File: src/rtl/seg7_pkg.sv
// seg7_pkg: shared constants for the 7-segment scan reader.
// Segment patterns are active-low, bit order g..a (bit6 = g, bit0 = a).
package seg7_pkg;

    localparam logic [6:0] PAT_0     = 7'b1000000;
    localparam logic [6:0] PAT_1     = 7'b1111001;
    localparam logic [6:0] PAT_2     = 7'b0100100;
    localparam logic [6:0] PAT_3     = 7'b0110000;
    localparam logic [6:0] PAT_4     = 7'b0011001;
    localparam logic [6:0] PAT_5     = 7'b0010010;
    localparam logic [6:0] PAT_6     = 7'b0000010;
    localparam logic [6:0] PAT_7     = 7'b1011000;
    localparam logic [6:0] PAT_8     = 7'b0000000;
    localparam logic [6:0] PAT_9     = 7'b0010000;
    localparam logic [6:0] PAT_O     = 7'b0100011;
    localparam logic [6:0] PAT_D     = 7'b0100001;
    localparam logic [6:0] PAT_E     = 7'b0000110;
    localparam logic [6:0] PAT_N     = 7'b0101011;
    localparam logic [6:0] PAT_BLANK = 7'b1111111;

    localparam logic [3:0] CODE_0     = 4'd0;
    localparam logic [3:0] CODE_1     = 4'd1;
    localparam logic [3:0] CODE_2     = 4'd2;
    localparam logic [3:0] CODE_3     = 4'd3;
    localparam logic [3:0] CODE_4     = 4'd4;
    localparam logic [3:0] CODE_5     = 4'd5;
    localparam logic [3:0] CODE_6     = 4'd6;
    localparam logic [3:0] CODE_7     = 4'd7;
    localparam logic [3:0] CODE_8     = 4'd8;
    localparam logic [3:0] CODE_9     = 4'd9;
    localparam logic [3:0] CODE_O     = 4'd11;
    localparam logic [3:0] CODE_D     = 4'd12;
    localparam logic [3:0] CODE_E     = 4'd13;
    localparam logic [3:0] CODE_N     = 4'd14;
    localparam logic [3:0] CODE_BLANK = 4'd15;

    typedef enum logic [1:0] {
        ST_IDLE,
        ST_SETTLE,
        ST_HOLD
    } state_t;

endpackage

File: src/rtl/seg7_pattern_decode.sv
// seg7_pattern_decode: combinational segment pattern -> digit code.
// Unrecognised patterns decode to blank and raise unknown.
module seg7_pattern_decode
    import seg7_pkg::*;
(
    input  logic [6:0] pat,
    output logic       unknown,
    output logic [3:0] code
);

    // Table lookup; 0010000 is always 9, so code 10 never appears.
    always_comb begin
        unknown = 1'b0;
        code    = CODE_BLANK;
        case (pat)
            PAT_0:     code = CODE_0;
            PAT_1:     code = CODE_1;
            PAT_2:     code = CODE_2;
            PAT_3:     code = CODE_3;
            PAT_4:     code = CODE_4;
            PAT_5:     code = CODE_5;
            PAT_6:     code = CODE_6;
            PAT_7:     code = CODE_7;
            PAT_8:     code = CODE_8;
            PAT_9:     code = CODE_9;
            PAT_O:     code = CODE_O;
            PAT_D:     code = CODE_D;
            PAT_E:     code = CODE_E;
            PAT_N:     code = CODE_N;
            PAT_BLANK: code = CODE_BLANK;
            default:   unknown = 1'b1;
        endcase
    end

endmodule

File: src/rtl/seg7_scan_reader.sv
// seg7_scan_reader: reads a multiplexed 4-digit 7-segment display and
// reassembles whole frames once each digit has been stable for SETTLE samples.
// Optional build macro SEG7_DP_CAPTURE_EN adds the dp output and makes the
// decimal point part of the pattern comparison.
module seg7_scan_reader
    import seg7_pkg::*;
#(
    parameter int unsigned SETTLE = 4
)
(
    input  logic        clk,
    input  logic        rst,
    input  logic [7:0]  seg,
    input  logic [3:0]  dig_en_n,
    output logic [15:0] code,
    output logic        valid,
    input  logic        ready,
    output logic        bad,
    output logic        ovr
`ifdef SEG7_DP_CAPTURE_EN
    ,
    output logic [3:0]  dp
`endif
);

    localparam logic [7:0] SETTLE_CNT = 8'(SETTLE);

    state_t      state;
    logic [7:0]  cnt;
    logic [3:0]  lat_en;
    logic [7:0]  lat_seg;
    logic [3:0]  mask;
    logic [15:0] slots;

    logic        legal;
    logic [1:0]  idx;
    logic [7:0]  smp_seg;
    logic        same;
    logic        capture;
    logic        frame_done;
    logic [3:0]  mask_after;
    logic [15:0] slots_after;
    logic        dec_unknown;
    logic [3:0]  dec_code;

`ifdef SEG7_DP_CAPTURE_EN
    logic [3:0]  slot_dp;
    logic [3:0]  dp_after;
    assign smp_seg = seg;
`else
    logic        unused_dp;
    assign unused_dp = seg[7];
    assign smp_seg   = {1'b0, seg[6:0]};
`endif

    seg7_pattern_decode u_dec (
        .pat     (seg[6:0]),
        .unknown (dec_unknown),
        .code    (dec_code)
    );

    // Sample classification and the frame contents a capture would produce.
    always_comb begin
        legal = 1'b1;
        idx   = 2'd0;
        case (dig_en_n)
            4'b1110: idx = 2'd0;
            4'b1101: idx = 2'd1;
            4'b1011: idx = 2'd2;
            4'b0111: idx = 2'd3;
            default: legal = 1'b0;
        endcase

        same = (dig_en_n == lat_en) && (smp_seg == lat_seg);

        case (state)
            ST_IDLE:   capture = legal && (SETTLE_CNT == 8'd1);
            ST_SETTLE: capture = same && ((cnt + 8'd1) == SETTLE_CNT);
            default:   capture = 1'b0;
        endcase

        // Re-capturing an already held digit starts a fresh partial frame
        if (mask[idx]) begin
            mask_after  = 4'b0001 << idx;
            slots_after = '0;
        end else begin
            mask_after  = mask | (4'b0001 << idx);
            slots_after = slots;
        end
        slots_after[{idx, 2'b00} +: 4] = dec_code;

`ifdef SEG7_DP_CAPTURE_EN
        dp_after      = mask[idx] ? '0 : slot_dp;
        dp_after[idx] = ~seg[7];
`endif

        frame_done = capture && (mask_after == 4'b1111);
    end

    // Settle FSM, frame assembly and registered outputs.
    always_ff @(posedge clk or posedge rst) begin
        if (rst) begin
            state   <= ST_IDLE;
            cnt     <= '0;
            lat_en  <= '1;
            lat_seg <= '0;
            mask    <= '0;
            slots   <= '0;
            code    <= '0;
            valid   <= 1'b0;
            bad     <= 1'b0;
            ovr     <= 1'b0;
`ifdef SEG7_DP_CAPTURE_EN
            slot_dp <= '0;
            dp      <= '0;
`endif
        end else begin
            case (state)
                ST_IDLE: begin
                    if (legal) begin
                        lat_en  <= dig_en_n;
                        lat_seg <= smp_seg;
                        cnt     <= 8'd1;
                        state   <= capture ? ST_HOLD : ST_SETTLE;
                    end
                end
                ST_SETTLE: begin
                    if (same) begin
                        cnt <= cnt + 8'd1;
                        if (capture)
                            state <= ST_HOLD;
                    end else if (legal) begin
                        lat_en  <= dig_en_n;
                        lat_seg <= smp_seg;
                        cnt     <= 8'd1;
                    end else begin
                        state <= ST_IDLE;
                    end
                end
                default: begin
                    if (!same)
                        state <= ST_IDLE;
                end
            endcase

            if (valid && ready)
                valid <= 1'b0;

            if (capture) begin
                slots <= slots_after;
                mask  <= frame_done ? 4'b0000 : mask_after;
`ifdef SEG7_DP_CAPTURE_EN
                slot_dp <= dp_after;
`endif
                if (dec_unknown)
                    bad <= 1'b1;
                if (frame_done) begin
                    // An accept in the same cycle frees the output for the new frame
                    if (!valid || ready) begin
                        code  <= slots_after;
                        valid <= 1'b1;
`ifdef SEG7_DP_CAPTURE_EN
                        dp    <= dp_after;
`endif
                    end else begin
                        ovr <= 1'b1;
                    end
                end
            end
        end
    end

endmodule

File: config.mk
export PLATFORM = sky130hd
export DESIGN_NAME = seg7_scan_reader
export DESIGN_NICKNAME = d
export VERILOG_FILES = /design/src/rtl/seg7_pkg.sv /design/src/rtl/seg7_pattern_decode.sv /design/src/rtl/seg7_scan_reader.sv
export SDC_FILE = /design/constraint.sdc
export NUM_CORES = 1
export LEC_CHECK = 0
export ABC_AREA = 0
export CAP_MARGIN = 20
export CORE_MARGIN = 5
export CORE_UTILIZATION = 35
export DETAILED_ROUTE_END_ITERATION = 10
export PLACE_DENSITY_LB_ADDON = 0.1
export SETUP_SLACK_MARGIN = 0.4
export SLEW_MARGIN = 20
export SYNTH_ARGS = -nofsm -noshare
export SYNTH_HDL_FRONTEND = slang
export SYNTH_SLANG_ARGS = --single-unit
File: constraint.sdc
create_clock -name clk -period 3.7 [get_ports clk]
set_input_delay 0.74 -clock clk [delete_from_list [all_inputs] [get_ports clk]]
set_output_delay 0.74 -clock clk [all_outputs]
set_load 0.01 [all_outputs]
== Word level (Yosys, flattened, before mapping) ==
Cells that the tools add are included.

* Register bits after elaboration: 61
* Output and inout bits: 19

* $add $sub $neg: 2
* Reduce and logical (&&, ||, !) cells: 16
* $lt $le $gt $ge: 1
* Equality and inequality tests: 28
* Bitwise logic cells: 3
* Shift operators: 3
* Mux-type cells: 30

{| class="wikitable"
|+ Operator list
! kind !! number
|-
| 4-bit case mux with 14 select lines || 1
|-
| 7-bit by 6-bit equality test with 1-bit output, second input constant || 5
|-
| 8-bit 2-to-1 mux || 4
|-
| 8-bit case mux with 2 select lines || 2
|-
| 7-bit equality test, second input constant || 4
|-
| 7-bit by 5-bit equality test with 1-bit output, second input constant || 3
|-
| 16-bit bitwise mux || 1
|-
| 4-bit equality test, second input constant || 4
|-
| 16-bit 2-to-1 mux || 1
|-
| 4-bit 2-to-1 mux || 4
|-
| 4-bit by 6-bit variable shift with 16-bit output, first input constant || 1
|-
| 4-bit by 6-bit indexed part select with 16-bit output || 1
|-
| 15-bit OR reduction || 1
|-
| 2-bit 2-to-1 mux || 6
|-
| 8-bit by 1-bit adder with 8-bit output, second input constant || 1
|-
| 7-bit by 8-bit equality test with 1-bit output || 1
|-
| 8-bit by 3-bit equality test with 1-bit output, second input constant || 1
|-
| 4-bit case mux with 2 select lines || 1
|-
| 7-bit by 2-bit equality test with 1-bit output, second input constant || 1
|-
| 7-bit by 3-bit equality test with 1-bit output, second input constant || 1
|-
| 7-bit zero test || 1
|-
| 1-bit 2-to-1 mux || 7
|-
| 3-bit != test, second input constant || 2
|-
| 4-bit negator with 6-bit output || 1
|-
| 21 further kinds || 28
|}

== Logic depth before layout (Yosys ltp) ==
* Depth in word-level cells: 9
* Mapped depth: 11
* Mapped depth without buffers: 9

== By module ==
From an unflattened synthesis, not the netlist that was laid out.

* Cells, all modules: 357
* Area total of the unflattened synthesis: 3,548.4 um^2

{| class="wikitable"
|+ Modules (own cells, without submodules)
! module !! times used !! cells an instance !! sequential area each (um^2) !! area each (um^2)
|-
| seg7_scan_reader || 1 || 301 || 1,506.4 || 3,156.8
|-
| seg7_pattern_decode || 1 || 56 || 0.0 || 391.6
|}

== Worst setup path after synthesis ==
OpenSTA, ideal clock, no wires.

* Path type: in2reg
* From: input dig_en_n[3]
* To: register code[0]
* Path slack: 0.661 ns
* Stages: 10
* Setup time: 0.125 ns
* Arrival: 2.914 ns
* Required time: 3.575 ns
* Cells stage by stage: buf_2 -> xor2_1 -> nand3_1 -> inv_1 -> ha_1 -> o32a_1 -> nand3_1 -> nor3b_4 -> buf_12 -> mux2_4

* Longest elaborated chain between the ends: 8
* Elaborated cells between the ends (all ways): 21
* Those cells by class: add/sub (1); eq/ne (5); shift (3); mux (7); bitwise (1); reduce/logical (4)

{| class="wikitable"
|+ Ends and longest elaborated chain
! item !! RTL line !! source
|-
| start: declaration || seg7_scan_reader.sv:14 || <nowiki>input logic [3:0] dig_en_n,</nowiki>
|-
| parallel branches: the longest is 8 deep, another holds 4-bit negator with 6-bit output || -- ||
|-
| end signal: assignment || seg7_scan_reader.sv:160 || <nowiki>code <= slots_after;</nowiki>
|-
| end: declaration || seg7_scan_reader.sv:15 || <nowiki>output logic [15:0] code,</nowiki>
|}

Parallel ways; which one is timed is not known. The select of a mux whose other input is x is not followed.
A chain may end at the register's enable or synchronous reset.

== Final worst setup path ==
* From: input dig_en_n[3]
* To: register code[9]

The elaborated chain is that of the path after synthesis.

==> results.md <==
- Outcome: finished, final reports clean
- Largest net degree at the start of global routing: 28
- Sequential share of the synthesized area: 40.5%
- Syn avg cell area: 9.82 µm²
- Cells after synthesis: 379
- Grt total ovfl: 0
- Cell area after synthesis: 3720 µm²
- Max-slew headroom: 56.7%
- Reg2Reg Launch Point: cnt[0]$_DFFE_PP0P_
- Yosys cell types: 63
- Root Driver: clkbuf_8
- Clock Tree Buf Depth: 2
- Port buffer count: 32
- Layout net count: 449
- Final Cycle Share: 83.2%
- Final WS setup: 0.621 ns
- Final wirelength: 8.97 mm
- Peak VDD IR: 0.256 mV
- CP cell instances: clkdlybuf4s50_1, buf_4, or3b_1, a21o_1, a41oi_2, nor2_1, nor3b_4, buf_12, mux2_2
- Critical Path Max Stage Delay: 0.60 ns
- Starting Density: 35.9%
- FP Rows: 37
- Max Clk Rate: 325 MHz
- Global placer's final weighted congestion: 0.823
- Final ANT Viol Nets: 0
- CP endpoint kind: flop
- Crit start category: input pin
- Critical path data required time: 3.93 ns
- Die ar.: 12800 µm²
- Asr flop ratio synth: 100%
- Pwr Total: 1.54 mW
- Area after DPL: 4290 µm²
- Post-CTS Hold Buffers: 0
- Initial antenna violation count: 0
- R2R depth: 8
- First-pass GRT wire length: 15.6 mm
- Antenna diode count: 0
- R2r endpoint: code[9]$_DFFE_PP0P_
- H-tree depth: 3
- Synth warnings: 0
- Worst EP arrival: 3.31 ns
- Slew @ Worst Pin: 0.646 ns
- Crit-path slowest cell: clkdlybuf4s50_1
- WL per Instance: 15.9 µm
- Pre-CTS setup slack: 0.199 ns
- Number of synthesized flops with an enable pin: 0
- Final Hold Viols: 0
- Worst Setup EP: code[9]$_DFFE_PP0P_
- Core area: 10400 µm²
- CTS tree: done
- Finished Cell Area: 4480 µm²
- Net Count, Synth: 403
- Share of layout cells above drive strength 1: 19.8%
- Die height: 113 µm
- Setup Skew: 0.0123 ns
- Final Critical Period: 3.08 ns
- Worst-path clk slew: 0.07 ns
- Hold_ws: 0.467 ns
- Leakage power: 1.92 nW
- Clk_lat worst skew: 0.34 ns
- RSZ-0062 raised after global routing: no
- Final setup TNS: 0 ns
- Cell Count, Final, Fillers Out: 565
- Clock buffer count from CTS: 9
- Worst Setup SP: dig_en_n[3]
- Max-Cap Viols: 0
- Final routed DRC violation total: 0
- Initial DRT Pass Iterations: 4
- PD cells: 343 nW/µm²
- Vias per Instance: 5.37
- Slew Viols, Final: 0
- Postcts setup bufs: 0
- Worst hold path class: reg2reg
- Crit path kind: in2reg
- Cells after DPL: 550
- Initial DRC Count: 94
- CTS Sinks: 60
- P&R area growth vs syn: 20.3%
- IO Pins: 34
- Total vias in the final route: 3033
- Largest fanout on the critical path: 16
- Vias in the first global route: 2999
- Die width: 113 µm
- Detailed Place HPWL: 6.45 mm
- Final-report setup violation count: 0
- FF+latch count, synth: 60
- Worst reg-to-reg setup slack: 1.28 ns
- Top_reg_cell synth: dfrtp_1
- Global-route usage over all layers: 15.0%
- Final core utilization: 43.2%
==> how the worst min path moves through the flow <==
stage	startpoint	to	slack (ns)	cells past startpoint
6_report	ovr$_DFFE_PP0P_	ovr$_DFFE_PP0P_	0.47	2
5_1_grt	bad$_DFFE_PP0P_	bad$_DFFE_PP0P_	0.51	1
3_5_place_dp	ovr$_DFFE_PP0P_	ovr$_DFFE_PP0P_	0.46	2
2_1_floorplan	mask[2]$_DFFE_PP0P_	mask[2]$_DFFE_PP0P_	0.46	2
4_1_cts	ovr$_DFFE_PP0P_	ovr$_DFFE_PP0P_	0.48	2
3_3_place_gp	ovr$_DFFE_PP0P_	ovr$_DFFE_PP0P_	0.46	2
==> Yosys cell counts, types with 3 or more instances <==
| library cell | instances | share of area, % |
|---|---|---|
| a21oi_1 | 12 | 1.6 |
| a22o_1 | 5 | 1.2 |
| a31oi_1 | 7 | 1.2 |
| a32o_1 | 5 | 1.3 |
| and3_1 | 8 | 1.3 |
| buf_2 | 5 | 0.67 |
| clkbuf_1 | 12 | 1.2 |
| dfrtp_1 | 56 | 38 |
| dfstp_2 | 4 | 2.8 |
| ha_1 | 9 | 3.0 |
| inv_1 | 11 | 1.1 |
| mux2_2 | 18 | 5.4 |
| mux2_4 | 10 | 4.0 |
| nand2_1 | 19 | 1.9 |
| nand2b_1 | 5 | 0.84 |
| nand3_1 | 24 | 3.2 |
| nand4_1 | 6 | 1.0 |
| nand4b_1 | 4 | 0.94 |
| nor2_1 | 13 | 1.3 |
| nor2b_1 | 5 | 0.84 |
| nor3_1 | 6 | 0.81 |
| nor3b_1 | 3 | 0.60 |
| o21ai_0 | 56 | 7.5 |
| o22ai_1 | 3 | 0.50 |
| o31ai_1 | 3 | 0.60 |
| or2_2 | 4 | 0.67 |
| xnor2_1 | 3 | 0.71 |
| xor2_1 | 13 | 3.1 |
==> final cells by class <==
| class | count | area [µm²] |
|---|---|---|
| fill | 1053 | 5890 |
| multi-input combinational | 287 | 2060 |
| inverter | 11 | 41.3 |
| timing repair buffer | 56 | 515 |
| tap | 136 | 170 |
| sequential | 60 | 1510 |
| clock buffer | 10 | 138 |
| clock inverter | 5 | 52.6 |
==> kinds of logic after synthesis <==
logic type | synth area share (%)
adder cells (fa/ha/maj) | 3.02
AO/OA/AOI/OAI | 20.4
flip-flops | 40.5
multiplexers | 9.48
XOR/XNOR | 4.20
AND/OR/NAND/NOR | 18.1
buffers and inverters | 4.33
==> layout by cell type (no fill, tap or decap), drive strengths merged, types with 4 or more instances in the layout <==
master | netlist | final
a32o | 5 | 5
nand2b | 5 | 5
nand2 | 19 | 19
a31oi | 7 | 7
nand3 | 24 | 24
clkdlybuf4s50 | 0 | 31
and3 | 8 | 8
or2 | 4 | 4
nor3 | 6 | 6
buf | 9 | 24
inv | 11 | 11
dfstp | 4 | 4
mux2 | 28 | 28
nand4b | 4 | 4
nand4 | 6 | 6
a21oi | 12 | 12
nor2 | 13 | 13
nor2b | 5 | 5
clkbuf | 12 | 10
nor3b | 4 | 4
ha | 9 | 9
dfrtp | 56 | 56
a22o | 5 | 5
xor2 | 14 | 14
o21ai | 56 | 56
==> registers in the layout, indices dropped and copies added (netlist names), 2 cells and up <==
signal   cells
lat_seg      7
mask         4
slots       16
lat_en       4
code        16
cnt          8
state        2
==> layer usage <==
metal  track usage (%)  vias up  routed length (µm)
li1                  -     1503                   -
met1              22.2     1478                4680
met2              21.7       44                3930
met3              3.05        8                 269
met4              4.57        0                  92
met5                 0        -                   0
==> critical path: cells and delay by family <==
| family | cells | cell delay (ns) |
|---|---|---|
| AO/OA/AOI/OAI | 2 | 0.51 |
| buffers and inverters | 3 | 0.99 |
| multiplexers | 1 | 0.34 |
| AND/OR/NAND/NOR | 3 | 0.70 |
==> power breakdown <==
group	leakage (nW)	switching [mW]	internal, mW	total, mW
clock	0.0979	0.275	0.322	0.597
combinational	1.03	0.131	0.101	0.232
sequential	0.793	0.0182	0.691	0.709
total	1.92	0.424	1.11	1.54
==> timing repair <==
action | in CTS | in global routing
endpoints found under the setup margin | 0 | 7
hold endpoints to repair | 0 | 0
gates resized for setup | 0 | 2
(Power assumes the default switching activity.)
